$ cat src/rtl/fp_div_operand_sequencer_if.sv
// fp_div_operand_sequencer_if: divider handshake bundle between the operand sequencer and the FP divider
//   start  : one-cycle start pulse to the divider
//   a, b   : dividend / divisor
//   done   : divider result valid
//   result : quotient
interface fp_div_operand_sequencer_if;
  logic        start;
  logic [31:0] a;
  logic [31:0] b;
  logic        done;
  logic [31:0] result;
  modport master (output start, a, b, input done, result);
  modport slave (input start, a, b, output done, result);
endinterface

$ cat src/rtl/fp_div_operand_sequencer.sv
// fp_div_operand_sequencer: captures two fp32 operands from switches, starts the divider, latches the quotient for display
//   clk       : system clock
//   reset     : asynchronous active-low reset
//   sw        : switch half-word captured on each load press
//   btn_load  : raw load pushbutton
//   btn_go    : raw go pushbutton
//   div       : divider handshake (start, a, b out; done, result in)
//   data      : registered 32-bit display word
//   state_led : current FSM state encoding
module fp_div_operand_sequencer #(
  parameter int DEBOUNCE_CYCLES = 1_000_000,
  parameter int TIMEOUT_CYCLES  = 4096
) (
  input  logic                               clk,
  input  logic                               reset,
  input  logic [15:0]                        sw,
  input  logic                               btn_load,
  input  logic                               btn_go,
  fp_div_operand_sequencer_if.master         div,
  output logic [31:0]                        data,
  output logic [2:0]                         state_led
);
  localparam int DW = $clog2(DEBOUNCE_CYCLES + 1);
  localparam int TW = $clog2(TIMEOUT_CYCLES);
  typedef enum logic [2:0] {ENT_AH, ENT_AL, ENT_BH, ENT_BL, READY, START, WAIT, SHOW} state_t;
  state_t state, state_nx;
  logic [1:0] raw, s1, s2, lvl, pulse;
  logic [DW-1:0] cnt [2];
  logic load_p, go_p, timeout, alt;
  logic [TW-1:0] tcnt;
  logic [31:0] a, b, res;
  assign raw = {btn_go, btn_load};
  assign load_p = pulse[0];
  assign go_p = pulse[1];
  assign timeout = tcnt == TW'(TIMEOUT_CYCLES - 1);
  assign div.start = state == START;
  assign div.a = a;
  assign div.b = b;
  assign state_led = state;
  // Level follows the synchronised input only after DEBOUNCE_CYCLES consecutive
  // differing samples; the pulse fires on the accepted 0->1 change only.
  always_ff @(posedge clk or negedge reset)
    if (!reset) begin
      s1 <= '0;
      s2 <= '0;
      lvl <= '0;
      pulse <= '0;
      cnt[0] <= '0;
      cnt[1] <= '0;
    end else begin
      s1 <= raw;
      s2 <= s1;
      for (int i = 0; i < 2; i++) begin
        pulse[i] <= 1'b0;
        if (s2[i] == lvl[i]) cnt[i] <= '0;
        else if (cnt[i] == DW'(DEBOUNCE_CYCLES - 1)) begin
          cnt[i] <= '0;
          lvl[i] <= s2[i];
          pulse[i] <= s2[i];
        end else cnt[i] <= cnt[i] + 1'b1;
      end
    end
  always_ff @(posedge clk or negedge reset)
    if (!reset) state <= ENT_AH;
    else state <= state_nx;
  always_comb begin
    state_nx = state;
    case (state)
      ENT_AH: state_nx = load_p ? ENT_AL : ENT_AH;
      ENT_AL: state_nx = load_p ? ENT_BH : ENT_AL;
      ENT_BH: state_nx = load_p ? ENT_BL : ENT_BH;
      ENT_BL: state_nx = load_p ? READY : ENT_BL;
      READY:  state_nx = go_p ? START : load_p ? ENT_AH : READY;
      START:  state_nx = WAIT;
      WAIT:   state_nx = (div.done || timeout) ? SHOW : WAIT;
      SHOW:   state_nx = go_p ? ENT_AH : SHOW;
      default: state_nx = ENT_AH;
    endcase
  end
  // Display word lags the operand registers by one cycle; res keeps the
  // quotient (or error word) so SHOW can toggle back to it.
  always_ff @(posedge clk or negedge reset)
    if (!reset) begin
      a <= '0;
      b <= '0;
      data <= '0;
      res <= '0;
      alt <= 1'b0;
      tcnt <= '0;
    end else begin
      tcnt <= state == WAIT ? tcnt + 1'b1 : '0;
      case (state)
        ENT_AH: begin
          if (load_p) a[31:16] <= sw;
          data <= a;
        end
        ENT_AL: begin
          if (load_p) a[15:0] <= sw;
          data <= a;
        end
        ENT_BH: begin
          if (load_p) b[31:16] <= sw;
          data <= b;
        end
        ENT_BL: begin
          if (load_p) b[15:0] <= sw;
          data <= b;
        end
        READY: data <= {a[31:16], b[31:16]};
        WAIT: begin
          alt <= 1'b0;
          if (div.done) begin
            data <= div.result;
            res <= div.result;
          end else if (timeout) begin
            data <= 32'hEEEE_EEEE;
            res <= 32'hEEEE_EEEE;
          end
        end
        SHOW:
          if (load_p && !go_p) begin
            alt <= ~alt;
            data <= alt ? res : {a[31:16], b[31:16]};
          end
        default: ;
      endcase
    end
endmodule

$ cat src/flat_wrapper.sv
// flat-port wrapper written by rule: the top's interface ports become plain ports
module fp_div_operand_sequencer_flat 
#(
  parameter int DEBOUNCE_CYCLES = 1_000_000,
  parameter int TIMEOUT_CYCLES  = 4096
)
  (clk, reset, sw, btn_load, btn_go, data, state_led, div_start, div_a, div_b, div_done, div_result);
  fp_div_operand_sequencer_if div_i ();
  input  logic clk;
  input  logic reset;
  input  logic [15:0] sw;
  input  logic btn_load;
  input  logic btn_go;
  output logic [31:0] data;
  output logic [2:0] state_led;
  output wire logic [$bits(div_i.start)-1:0] div_start;
  output wire logic [$bits(div_i.a)-1:0] div_a;
  output wire logic [$bits(div_i.b)-1:0] div_b;
  input wire logic [$bits(div_i.done)-1:0] div_done;
  input wire logic [$bits(div_i.result)-1:0] div_result;
  assign div_start = div_i.start;
  assign div_a = div_i.a;
  assign div_b = div_i.b;
  assign div_i.done = div_done;
  assign div_i.result = div_result;
  fp_div_operand_sequencer #(.DEBOUNCE_CYCLES(DEBOUNCE_CYCLES), .TIMEOUT_CYCLES(TIMEOUT_CYCLES)) u_core (.clk(clk), .reset(reset), .sw(sw), .btn_load(btn_load), .btn_go(btn_go), .div(div_i), .data(data), .state_led(state_led));
endmodule
$ cat config.mk
export PLATFORM = sky130hd
export DESIGN_NAME = fp_div_operand_sequencer_flat
export DESIGN_NICKNAME = d
export VERILOG_FILES = /design/src/rtl/fp_div_operand_sequencer_if.sv /design/src/rtl/fp_div_operand_sequencer.sv /design/src/flat_wrapper.sv
export SDC_FILE = /design/constraint.sdc
export NUM_CORES = 1
export LEC_CHECK = 0
export CORE_MARGIN = 2
export CORE_UTILIZATION = 60
export CTS_BUF_LIST = sky130_fd_sc_hd__clkbuf_16
export DETAILED_ROUTE_END_ITERATION = 16
export DONT_BUFFER_PORTS = 1
export PLACE_DENSITY_LB_ADDON = 0.2
export SYNTH_ARGS = -nofsm -noshare
export SYNTH_HDL_FRONTEND = slang
export SYNTH_SLANG_ARGS = --single-unit
export TNS_END_PERCENT = 20
$ cat constraint.sdc
create_clock -name clk -period 2.5 [get_ports clk]
set_input_delay 0.125 -clock clk [delete_from_list [all_inputs] [get_ports clk]]
set_output_delay 0.125 -clock clk [all_outputs]
set_load 0.02 [all_outputs]
==> results.md <==
- Fill cell count: 1041
- Die width: approximately 130 um
- Yosys reg bits: 192
- Fmax achieved: 0.449 GHz
- Post-synth top cells: dfrtp_1 (192), mux2_2 (80), nor2_1 (56)
- Placed cell count: slightly below 1000
- Syn_nets: ~860
- Vias: 6804
- CTS Buffer Depth: 2
- Post-synth EDFFs: 0
- Worst hold path type: in2async
- Remaining DRCs: 0
- Synth area leader: dfrtp_1
- # IOs: 153
- Asr flop ratio synth: 1.00
- Violated checks: hold timing
- Final Hold Viols: 192
- Final core utilization: 0.709
- Most common cell in the netlist: dfrtp_1
- Clk slew on worst S/H paths: roughly 70 ps
- Dominant synthesized flop cell: dfrtp_1
- Syn. warnings: 0
- CTS buffer count: 17
- Leak: around 4.6 nW
- HPWL Detailed: 16000 um
- Chip height: between 100 and 150 um
- Worst path required time: roughly 2900 ps
- # H-tree levels: 4
- Layout cells sized above 1: 0.174
- Worst Path Arrival: ~2600 ps
- Slew headroom: 0.394
- Sequential cell area: around 4800 um^2
- R2r startpoint: u_core.state_led[0]
- Final net count: 910
- TritonRoute pass-1 iters: 6
- Drt via density: 6.47
- Initial DRC count: roughly 480
- Final Slew Violations: 0
- Netlist cell types: 50
- Vias in the first global route: around 7000
- Mapped Area: around 9000 um^2
- Syn avg cell area: between 10 and 15 um^2
- CP Launch Type: flop
- CP Max Fanout: 19
- CTS Hold Bufs: 50
- Share of the synthesized area in the top cell type: 0.533
- Hold WS: -621 ps
- Total gr overflow: 0
- Final cell count without fillers: between 1000 and 1500
- Worst R2R Setup Slack: ~270 ps
- Crit path kind: reg2reg
- Final TNS setup: 0 ps
- DIE AREA: between 15000 and 20000 um^2
- Synth area leaders: dfrtp_1 (53%), mux2_2 (10%), a221o_1 (3.1%), nor2_1 (2.3%), nand2b_1 (2.2%)
- Clk_lat worst skew: between 400 and 500 ps
- PwrDens: between 500 and 600 nW/um^2
- Initial core utilization: 0.618
- Wirelength per Cell: approximately 23 um
- Root buffer cell: clkbuf_16
- Core ar.: about 15000 um^2
- Final setup vio count: 0
- Antenna Cells: 0
- Worst r2r dst: u_core.data[5]
- Status: finished with violations
- Unrepaired setup endpoints after global routing: no
- Largest net degree at the start of global routing: around 190
- FP Rows: between 40 and 50
- Crit. End Element: flop
- Port buffer count: 0
- First-pass GRT wire length: 38100 um
- Total GRT Usage: 0.308
- Worst R2R Path Depth: 5
- Worst IR drop on VDD: approximately 0.5 mV
- Max-cap check violation count: 0
- Placer Congestion: ~0.87
- Area of the multi-input gates: between 3000 and 4000 um^2
- Fin crit share: 0.892
- Tmin final: 2230 ps
- Syn-to-layout area delta: 14.7%
- Sink Count: roughly 190
- Tightest Pin Transition: ~900 ps
- Cell count after synthesis: just over 800
- Initial antenna violation count: 0
- Post-route ant nets: 0
- Post-Route Skew: around 13 ps
- Final wirelength: around 24000 um
- Seq/Total Area, Yosys: 0.533
- CTS tree: built
-- power breakdown --
group          total, mW  internal (mW)  leakage [nW]  switching (mW)
combinational      0.164         0.0932          1.91          0.0706
clock               2.50           1.28         0.244            1.22
sequential          3.17           3.13          2.44          0.0443
total               5.84           4.50          4.59            1.34
-- worst max-delay path, stage by stage (launching register included) --
cell,delay [ps]
dfrtp_1,680
buf_4,280
nand4_1,540
o32ai_1,350
a221o_1,180
mux2_2,140
-- cell type report --
cell class	instances	share of cell area
timing repair buffer	80	0.0702
sequential	192	0.465
inverter	33	0.0120
tap	184	0.0223
multi-input combinational	530	0.379
clock inverter	15	0.0109
clock buffer	17	0.0412
-- sequential cells by signal, summed over array words and instances (netlist names) --
signal and count:
u_core.pulse 2, u_core.res 32, u_core.div.b 32, u_core.div.a 32
u_core.alt 1, u_core.s2 2, u_core.state_led 3, u_core.cnt 40
u_core.data 32, u_core.s1 2, u_core.lvl 2, u_core.tcnt 12
-- layer usage --
metal / routed length (um) / track usage
met1: 8870 / 0.355
met2: 12100 / 0.524
met3: 2320 / 0.101
met4: 844 / 0.136
met5: 0 / 0
-- how the worst max path moves through the flow --
| stage | to | startpoint | depth (start not counted) |
|---|---|---|---|
| floorplan | u_core.div.b[21] | u_core.state_led[2] | 6 |
| global placement | u_core.cnt[38] | u_core.cnt[20] | 5 |
| detailed placement | u_core.data[5] | u_core.state_led[0] | 5 |
| CTS | u_core.data[5] | u_core.state_led[0] | 5 |
| global route | u_core.data[1] | u_core.state_led[0] | 5 |
| finish | u_core.data[5] | u_core.state_led[0] | 5 |
-- kinds of logic (layout without fill, tap and decap cells) --
kind of cell,Yosys count,in the layout,synth area share
simple gates,242,242,0.147
flops,192,192,0.533
compound gates,164,164,0.137
mux,87,87,0.109
buf+inv,84,145,0.0366
xor+xnor,34,34,0.0330
fa+ha+maj,3,3,0.00416
-- cell usage in the layout (no fill, tap or decap), drive strengths merged, types with 5 or more instances in the layout --
| master | Yosys | routed |
|---|---|---|
| and2 | 5 | 5 |
| nor4 | 10 | 10 |
| a21o | 5 | 5 |
| dfrtp | 192 | 192 |
| nand2b | 32 | 32 |
| dlygate4sd3 | 0 | 50 |
| nor3 | 10 | 10 |
| mux2 | 87 | 87 |
| o21ai | 27 | 27 |
| a22o | 21 | 21 |
| clkbuf | 36 | 17 |
| xor2 | 14 | 14 |
| nand2 | 35 | 35 |
| o22a | 12 | 12 |
| o32ai | 12 | 12 |
| nand3 | 21 | 21 |
| or3 | 8 | 8 |
| nand4 | 16 | 16 |
| buf | 15 | 30 |
| nor3b | 6 | 6 |
| xnor2 | 20 | 20 |
| nand4b | 5 | 5 |
| and3 | 9 | 9 |
| a21oi | 29 | 29 |
| nor2b | 15 | 15 |
| nor2 | 56 | 56 |
| inv | 33 | 39 |
| a221o | 28 | 28 |
| clkinvlp | 0 | 7 |
| o31ai | 18 | 18 |
-- through the flow --
| stage | total power, mW | setup WS (ps) | cell area [um^2] |
|---|---|---|---|
| 3_5_place_dp | 3.31 | 340 | 9300 |
| 6_report | 5.84 | 271 | 10300 |
| 5_1_grt | 6.02 | 154 | 10300 |
| 4_1_cts | 5.86 | 309 | 10300 |
| 3_3_place_gp | 3.30 | 408 | 9300 |
| 2_1_floorplan | 3.29 | 431 | 9010 |
-- what timing repair did --
action,in CTS,in global routing
hold endpoints to repair,293,192
gates resized for setup,0,0
setup buffers,0,0
(Power assumes the default switching activity.)
